===== src/rtl/lfsr_chk_pkg.sv =====
// lfsr_chk_pkg: shared types and the LFSR step function for the 8-bit LFSR checker.
package lfsr_chk_pkg;

    typedef enum logic {SEARCH, LOCKED} state_e;

    localparam logic [7:0] LFSR_TAPS = 8'b1011_1000;

    function automatic logic [7:0] lfsr8_next(input logic [7:0] x);
        return {x[6:0], ^(x & LFSR_TAPS)};
    endfunction

endpackage


===== src/rtl/lfsr_popcount8.sv =====
// lfsr_popcount8: number of set bits in a byte.
module lfsr_popcount8 (
    input  logic [7:0] data_i,
    output logic [3:0] count_o
);

    always_comb begin
        count_o = '0;
        for (int i = 0; i < 8; i++) count_o = count_o + {3'b0, data_i[i]};
    end

endmodule


===== src/rtl/lfsr_checker_8bit.sv =====
// lfsr_checker_8bit: self-synchronising checker for the 8-bit Fibonacci LFSR byte stream.
// Define LFSR_CHK_BITCNT_EN to count mismatching bits instead of mismatching bytes.
module lfsr_checker_8bit
    import lfsr_chk_pkg::*;
#(
    parameter int LOCK_CNT = 4,
    parameter int LOSS_CNT = 3,
    parameter int ERR_W    = 16
) (
    input  logic             clk,
    input  logic             rst_n,
    input  logic             data_valid,
    input  logic [7:0]       data_in,
    input  logic             cnt_clr,
    output logic             locked,
    output logic             err_pulse,
    output logic [ERR_W-1:0] err_cnt
);

    localparam int MW = $clog2(LOCK_CNT + 1);
    localparam int XW = $clog2(LOSS_CNT + 1);
    localparam int SW = ERR_W + 4;
    localparam logic [MW-1:0]    LOCK_LAST = MW'(LOCK_CNT - 1);
    localparam logic [XW-1:0]    LOSS_LAST = XW'(LOSS_CNT - 1);
    localparam logic [ERR_W-1:0] ERR_MAX   = '1;

    state_e           state_q, state_d;
    logic [7:0]       ref_q, ref_d;
    logic             ref_vld_q, ref_vld_d;
    logic [MW-1:0]    match_run_q, match_run_d;
    logic [XW-1:0]    miss_run_q, miss_run_d;
    logic             err_pulse_q, err_pulse_d;
    logic [ERR_W-1:0] err_cnt_q, err_cnt_d;
    logic [7:0]       exp_byte;
    logic             is_match, miss;
    logic [3:0]       inc;
    logic [SW-1:0]    sum;

    assign exp_byte = lfsr8_next(ref_q);
    assign is_match = ref_vld_q && data_in == exp_byte && data_in != 8'h00;
    assign miss     = data_valid && state_q == LOCKED && data_in != exp_byte;

`ifdef LFSR_CHK_BITCNT_EN
    logic [3:0] pop;
    lfsr_popcount8 u_pop (
        .data_i (data_in ^ exp_byte),
        .count_o(pop)
    );
    assign inc = miss ? pop : 4'd0;
`else
    assign inc = {3'b0, miss};
`endif

    // Clear applies before the increment so a coincident error still lands.
    assign sum = SW'(cnt_clr ? '0 : err_cnt_q) + SW'(inc);

    always_comb begin
        state_d     = state_q;
        ref_d       = ref_q;
        ref_vld_d   = ref_vld_q;
        match_run_d = match_run_q;
        miss_run_d  = miss_run_q;
        err_pulse_d = miss;
        err_cnt_d   = sum > SW'(ERR_MAX) ? ERR_MAX : sum[ERR_W-1:0];
        if (data_valid) begin
            if (state_q == SEARCH) begin
                ref_d       = data_in;
                ref_vld_d   = 1'b1;
                match_run_d = is_match ? match_run_q + 1'b1 : '0;
                if (is_match && match_run_q == LOCK_LAST) begin
                    state_d     = LOCKED;
                    match_run_d = '0;
                    miss_run_d  = '0;
                end
            end else begin
                // Reference free-runs while locked so one corrupt byte is one error.
                ref_d      = exp_byte;
                miss_run_d = miss ? miss_run_q + 1'b1 : '0;
                if (miss && miss_run_q == LOSS_LAST) begin
                    state_d     = SEARCH;
                    ref_d       = data_in;
                    ref_vld_d   = 1'b1;
                    match_run_d = '0;
                    miss_run_d  = '0;
                end
            end
        end
    end

    always_ff @(posedge clk or negedge rst_n) begin
        if (!rst_n) begin
            state_q     <= SEARCH;
            ref_q       <= '0;
            ref_vld_q   <= 1'b0;
            match_run_q <= '0;
            miss_run_q  <= '0;
            err_pulse_q <= 1'b0;
            err_cnt_q   <= '0;
        end else begin
            state_q     <= state_d;
            ref_q       <= ref_d;
            ref_vld_q   <= ref_vld_d;
            match_run_q <= match_run_d;
            miss_run_q  <= miss_run_d;
            err_pulse_q <= err_pulse_d;
            err_cnt_q   <= err_cnt_d;
        end
    end

    assign locked    = state_q == LOCKED;
    assign err_pulse = err_pulse_q;
    assign err_cnt   = err_cnt_q;

endmodule


===== config.mk =====
export PLATFORM = sky130hd
export DESIGN_NAME = lfsr_checker_8bit
export DESIGN_NICKNAME = d
export VERILOG_FILES = /design/src/rtl/lfsr_chk_pkg.sv /design/src/rtl/lfsr_popcount8.sv /design/src/rtl/lfsr_checker_8bit.sv
export SDC_FILE = /design/constraint.sdc
export NUM_CORES = 1
export LEC_CHECK = 0
export CAP_MARGIN = 0
export CELL_PAD_IN_SITES_DETAIL_PLACEMENT = 0
export CELL_PAD_IN_SITES_GLOBAL_PLACEMENT = 1
export CORE_MARGIN = 1
export CORE_UTILIZATION = 38
export DETAILED_ROUTE_END_ITERATION = 10
export DONT_BUFFER_PORTS = 1
export PLACE_DENSITY_LB_ADDON = 0.1
export SYNTH_ARGS = -nofsm -noshare
export SYNTH_HDL_FRONTEND = slang
export SYNTH_HIERARCHICAL = 1
export SYNTH_SLANG_ARGS = --single-unit

===== constraint.sdc =====
create_clock -name clk -period 4.4 [get_ports clk]
set_input_delay 0.44 -clock clk [delete_from_list [all_inputs] [get_ports clk]]
set_output_delay 0.44 -clock clk [all_outputs]
set_load 0.01 [all_outputs]

# == Yosys cells after proc, flatten, opt, wreduce, memory -nomap -nowiden ==
# Index checks and enable logic that the tools add are counted.
# totals
elab_cells,44
input_bits,12
register_bits,32
out_inout_bits,18
# op_classes
n_mux,17
add_sub_neg,3
reduce_logical,11
magnitude_cmp,1
n_eq_ne,5
# ops
operator,count
$mux 16,2
$add 16x1->17,1
$gt 17x16->1 const B,1
$mux 8,2
$mux 3,4
$eq 8x8->1,1
$mux 2,4
$ne 8x8->1,1
$reduce_bool 8->1,1
$reduce_xor 8->1,1
$logic_and 1x1->1,6
$mux 1,5
$reduce_and 2->1,2
$add 3x1->3 const B,1
$eq 3x2->1 const B,1
$add 2x1->2 const B,1
$eq 2x2->1 const B,1
$ne 2x1->1 const B,1
$reduce_bool 2->1,1

# == Logic depth before layout (Yosys ltp) ==
# depth
word_depth,7
depth_mapped,12
ltp_nobuf,11

# == Least setup slack after synthesis ==
# No wires, ideal clock.
# synth_path
path_kind,register to register
from,register ref_q[3]
to,register err_cnt_q[10] (netlist: err_cnt[10])
stages_incl_launch_ff,13
slack_ps,1712
setup_time_ps,83
n_path_buf,1
arrival_ps,2606
synth_period_minus_slack_ps,2688
t_required_ps,4317
path_cell_list,dfrtp_1 -> xnor2_2 -> xnor3_2 -> nor3_2 -> nor2_1 -> ha_1 -> ha_1 -> inv_1 -> nor3_1 -> and2_1 -> nand4b_1 -> buf_2 -> o21ai_0
# synth_between
elab_chain_cells,6
# synth_rtl
item,line,source
"start, declared",lfsr_checker_8bit.sv:28,"logic [7:0] ref_q, ref_d;"
"start signal, assigned",lfsr_checker_8bit.sv:101,ref_q <= ref_d;
$reduce_xor 8->1,lfsr_chk_pkg.sv:9,"return {x[6:0], ^(x & LFSR_TAPS)};"
$ne 8x8->1 *,lfsr_checker_8bit.sv:41,assign miss = data_valid && state_q == LOCKED && data_in != exp_byte;
$logic_and 1x1->1 *,lfsr_checker_8bit.sv:41,
named net err_pulse_d,lfsr_checker_8bit.sv:32,"logic err_pulse_q, err_pulse_d;"
$add 16x1->17 *,lfsr_checker_8bit.sv:55,assign sum = SW'(cnt_clr ? '0 : err_cnt_q) + SW'(inc);
$gt 17x16->1,lfsr_checker_8bit.sv:64,err_cnt_d = sum > SW'(ERR_MAX) ? ERR_MAX : sum[ERR_W-1:0];
$mux 16 *,lfsr_checker_8bit.sv:64,
named net err_cnt_d[10],lfsr_checker_8bit.sv:33,"logic [ERR_W-1:0] err_cnt_q, err_cnt_d;"
"end signal, assigned",lfsr_checker_8bit.sv:106,err_cnt_q <= err_cnt_d;
"end, declared",lfsr_checker_8bit.sv:33,
# The timed path passes the listed nets; every way through them passes the cells marked *.
# A chain may end at the register's enable or synchronous reset.

# == Final worst setup path ==
# layout_path
from,register ref_q[3]
to,register err_cnt_q[6] (netlist: err_cnt[6])
# Same word-level chain as after synthesis.

==> run_summary.xml <==
<?xml version="1.0" encoding="UTF-8"?>
<metrics>
  <group name="power_and_ir_drop">
    <metric name="total_leakage_power" unit="nW">0.844</metric>
    <metric name="power.density_cell_area" unit="nW/um^2">445</metric>
    <metric name="net-switching-power" unit="W">0.000290</metric>
    <metric name="peakVddDrop" unit="uV">120</metric>
    <metric name="comb_power_share" unit="%">27.1</metric>
    <metric name="netSwitchingFraction" unit="%">33.6</metric>
    <metric name="power_share_of_the_sequential_group" unit="%">46.1</metric>
    <metric name="clockPowerShare" unit="%">26.8</metric>
    <metric name="internal_power" unit="W">0.000573</metric>
  </group>
  <group name="logic_synthesis">
    <metric name="postSynthCellCount" unit="">179</metric>
    <metric name="synth.ff_latch_count" unit="">32</metric>
    <metric name="yosysSeqAreaShare" unit="%">45.1</metric>
    <metric name="avgSynthCellArea" unit="um^2">9.93</metric>
    <metric name="library_cells_used_by_synthesis" unit="">36</metric>
    <metric name="yosys_warnings" unit="">6</metric>
    <metric name="synth_area" unit="um^2">1780</metric>
    <metric name="synth_fp_nets" unit="">197</metric>
  </group>
  <group name="timing">
    <metric name="fin_skew" unit="ns">0.00485</metric>
    <metric name="worst_slew_pin_slew" unit="ns">0.624</metric>
    <metric name="achievable-frequency" unit="MHz">301</metric>
    <metric name="grt_setup_unrepaired" unit="">false</metric>
    <metric name="timing.final.max_slew_violations" unit="">0</metric>
    <metric name="hold_viol_final" unit="">0</metric>
    <metric name="worst_slew_margin_rel" unit="%">58.1</metric>
    <metric name="final.setup.worst_slack" unit="ns">1.08</metric>
    <metric name="finalCriticalPeriod" unit="ns">3.32</metric>
    <metric name="final.period_utilization" unit="%">75.6</metric>
    <metric name="totalNegativeSetupSlack" unit="ns">0</metric>
    <metric name="final_setup_violation_count" unit="">0</metric>
  </group>
  <group name="setup_path">
    <metric name="cp.arrival" unit="ns">3.51</metric>
    <metric name="slack_of_the_worst_reg_to_reg_path" unit="ns">1.08</metric>
    <metric name="path_cells" unit="">xnor2_2 -&gt; xnor3_2 -&gt; nor3_2 -&gt; nor2_1 -&gt; ha_1 -&gt; ha_1 -&gt; inv_1 -&gt; nor3_1 -&gt; and2_1 -&gt; nand4b_1 -&gt; o21ai_0</metric>
    <metric name="timing.critical_path.mode_cell" unit="">sky130_fd_sc_hd__ha_1</metric>
    <metric name="worst_r2r_startpoint" unit="">ref_q[3]</metric>
    <metric name="critPathCapture" unit="">err_cnt[6]</metric>
    <metric name="crit_path_buf_inv_count" unit="">1</metric>
    <metric name="crit_start" unit="">ref_q[3]</metric>
    <metric name="critical_path.top_delay_family" unit="">simple AND/OR/NAND/NOR gates</metric>
    <metric name="cp-end-kind" unit="">register</metric>
    <metric name="critPathLaunchType" unit="">register</metric>
    <metric name="regToRegEndpoint" unit="">err_cnt[6]</metric>
    <metric name="worstRegToRegCells" unit="">11</metric>
    <metric name="cp.depth" unit="">11</metric>
    <metric name="timing_worst_setup_path_type" unit="">register to register</metric>
    <metric name="crit_path_max_incr_delay" unit="ns">0.45</metric>
    <metric name="crit_path_max_fanout" unit="">14</metric>
    <metric name="crit_slowest_cell" unit="">sky130_fd_sc_hd__dfrtp_1</metric>
    <metric name="required" unit="ns">4.59</metric>
  </group>
  <group name="grt">
    <metric name="grt_pass1_vias" unit="">1409</metric>
    <metric name="grt_pass1_wl" unit="um">6690</metric>
    <metric name="grt_max_degree" unit="">33</metric>
    <metric name="grt_antenna_before_repair" unit="">0</metric>
    <metric name="groute.usage.overall" unit="%">17.3</metric>
    <metric name="globalRoute.totalOverflow" unit="">0</metric>
  </group>
  <group name="layout">
    <metric name="design.final.nets" unit="">201</metric>
    <metric name="num-fill-cells" unit="">411</metric>
    <metric name="drive_above_1_share" unit="%">9.78</metric>
    <metric name="n_antenna_cell" unit="">0</metric>
    <metric name="layout.cell_area.non_filler" unit="um^2">1940</metric>
    <metric name="area_growth_syn_to_layout" unit="%">9.23</metric>
  </group>
  <group name="drt">
    <metric name="detail_route.first_pass.iterations" unit="">4</metric>
    <metric name="ant_nets" unit="">0</metric>
    <metric name="via_count" unit="">1324</metric>
    <metric name="wl_cell" unit="um">16.4</metric>
    <metric name="drcViolationCount" unit="">0</metric>
    <metric name="route.final.wire_length" unit="um">3870</metric>
    <metric name="drt_iter0_drc" unit="">105</metric>
    <metric name="vias_per_cell" unit="">5.61</metric>
  </group>
  <group name="clock_network">
    <metric name="cts_buffers" unit="">5</metric>
    <metric name="cts_sinks" unit="">32</metric>
    <metric name="clkTransAtPathRegs" unit="ns">0.07</metric>
    <metric name="tritoncts" unit="">yes</metric>
    <metric name="post_cts_buffers" unit="">0</metric>
    <metric name="number_of_levels_the_h_tree_was_split_into" unit="">2</metric>
    <metric name="insertion_delay" unit="ns">0.28</metric>
    <metric name="clk_path_buf_depth" unit="">2</metric>
    <metric name="ctsRootBufferMaster" unit="">sky130_fd_sc_hd__clkbuf_8</metric>
  </group>
  <group name="place">
    <metric name="port_buffers" unit="">0</metric>
    <metric name="dp_hpwl" unit="um">2740</metric>
    <metric name="final_gp_congestion" unit="">0.795</metric>
    <metric name="placed_cell_area" unit="um^2">1820</metric>
    <metric name="pre_cts_slack" unit="ns">1.07</metric>
  </group>
  <group name="die">
    <metric name="die_width" unit="um">70.4</metric>
    <metric name="floorplan.io_pins" unit="">30</metric>
    <metric name="initial_utilization" unit="%">40.2</metric>
    <metric name="core_area" unit="um^2">4410</metric>
    <metric name="fp-row-count" unit="">24</metric>
    <metric name="die-height" unit="um">70.4</metric>
    <metric name="design.die.area" unit="um^2">4950</metric>
  </group>
  <group name="status">
    <metric name="run_status" unit="">finished, final reports clean</metric>
  </group>
  <group name="flow_run">
    <metric name="max_cap_viol_count" unit="">0</metric>
  </group>
  <group name="min_path">
    <metric name="timing.hold.worst.class" unit="">input port to register</metric>
  </group>
</metrics>
per-layer routing:
metal	routed length, um	part of all wire, %	global-route usage, %	up-vias
met4	44	1.1	6.44	0
met2	1950	50	28.6	33
met3	215	5.6	5.92	8
met1	1660	43	20.6	647
li1	-	-	-	636
met5	0	0	0	-
Yosys cell counts (all sizes together):
library cell | number | area share (%)
o21ai | 18 | 5.7
and2 | 1 | 0.35
o31a | 1 | 0.99
a22o | 4 | 2.1
o31ai | 1 | 1.2
xnor2 | 15 | 7.8
xor2 | 7 | 3.5
or2 | 1 | 0.35
a21oi | 2 | 0.56
nor4 | 2 | 0.70
nor3 | 4 | 1.4
nand2 | 12 | 2.5
dfrtp | 32 | 45
nor3b | 1 | 0.42
nand2b | 6 | 2.1
buf | 2 | 0.56
nand4 | 3 | 1.1
xnor3 | 1 | 1.3
mux2 | 1 | 0.63
clkbuf | 3 | 0.63
nand3 | 13 | 3.7
and3 | 4 | 1.5
and4b | 1 | 0.56
nor2 | 14 | 3.0
a32oi | 1 | 0.49
inv | 7 | 1.5
ha | 6 | 4.2
a31oi | 8 | 2.8
nor2b | 4 | 1.4
o211ai | 1 | 0.42
nand4b | 3 | 1.5
worst min path at each step:
stage | from | endpoint | slack, ns | depth (start not counted)
detailed placement | rst_n | match_run_q[1] | 0.15 | 0
floorplan | rst_n | err_cnt[0] | 0.14 | 0
global route | cnt_clr | err_cnt[14] | 0.20 | 1
global placement | rst_n | match_run_q[1] | 0.15 | 0
finish | cnt_clr | err_cnt[14] | 0.22 | 1
CTS | cnt_clr | err_cnt[14] | 0.21 | 1
stage by stage:
| step | utilization (%) | cells | power (W) | hold slack, ns |
|---|---|---|---|---|
| finish | 44.0 | 236 | 0.000863 | 0.224 |
| CTS | 44.0 | 236 | 0.000875 | 0.211 |
| global placement | 41.2 | 226 | 0.000622 | 0.145 |
| floorplan | - | 179 | 0.000585 | 0.144 |
| global route | 44.0 | 236 | 0.000922 | 0.203 |
| detailed placement | 41.2 | 226 | 0.000629 | 0.145 |
registers in the layout, summed over array words and instances, names as in the netlist:
register and count:
err_cnt 16, err_pulse 1, locked 1, match_run_q 3, miss_run_q 2, ref_q 8
ref_vld_q 1
cell type report:
class	instances	area (um^2)	share of cell area, %
Multi-Input combinational cell	135	928	47.8
Sequential cell	32	801	41.3
Clock buffer	8	90.1	4.64
Tap cell	52	65.1	3.35
Timing Repair Buffer	2	30.0	1.55
Inverter	7	26.3	1.35
cell families after synthesis:
group,Yosys count,share of synthesized area (%)
AND/OR/NAND/NOR,69,20.5
AO/OA/AOI/OAI,36,14.3
flip-flops,32,45.1
XOR/XNOR,23,12.6
buffers and inverters,12,2.68
adder cells (fa/ha/maj),6,4.23
multiplexers,1,0.634
layout by cell type (no fill, tap or decap), types with 3 or more instances in the layout:
cell type	n
sky130_fd_sc_hd__clkbuf_8	6
sky130_fd_sc_hd__nand2_1	12
sky130_fd_sc_hd__nand2b_1	6
sky130_fd_sc_hd__nor2b_1	4
sky130_fd_sc_hd__xnor2_1	14
sky130_fd_sc_hd__a31oi_1	8
sky130_fd_sc_hd__and3_1	3
sky130_fd_sc_hd__nand4b_1	3
sky130_fd_sc_hd__inv_1	7
sky130_fd_sc_hd__nor3_1	3
sky130_fd_sc_hd__o21ai_0	17
sky130_fd_sc_hd__nor2_1	14
sky130_fd_sc_hd__xor2_1	7
sky130_fd_sc_hd__ha_1	6
sky130_fd_sc_hd__dfrtp_1	32
sky130_fd_sc_hd__nand4_1	3
sky130_fd_sc_hd__nand3_1	13
power by group through the flow:
stage	sequential, W	clock (W)	combinational, W
global route	0.000406	0.000256	0.000260
floorplan	0.000380	0	0.000206
finish	0.000398	0.000231	0.000234
CTS	0.000398	0.000240	0.000236
global placement	0.000402	0	0.000220
detailed placement	0.000404	0	0.000224
repair_timing:
item,in CTS,in global routing
resized for setup,0,0
endpoints found under the hold margin,32,0
hold buffers,2,0
Power figures use the tool's default switching activity.
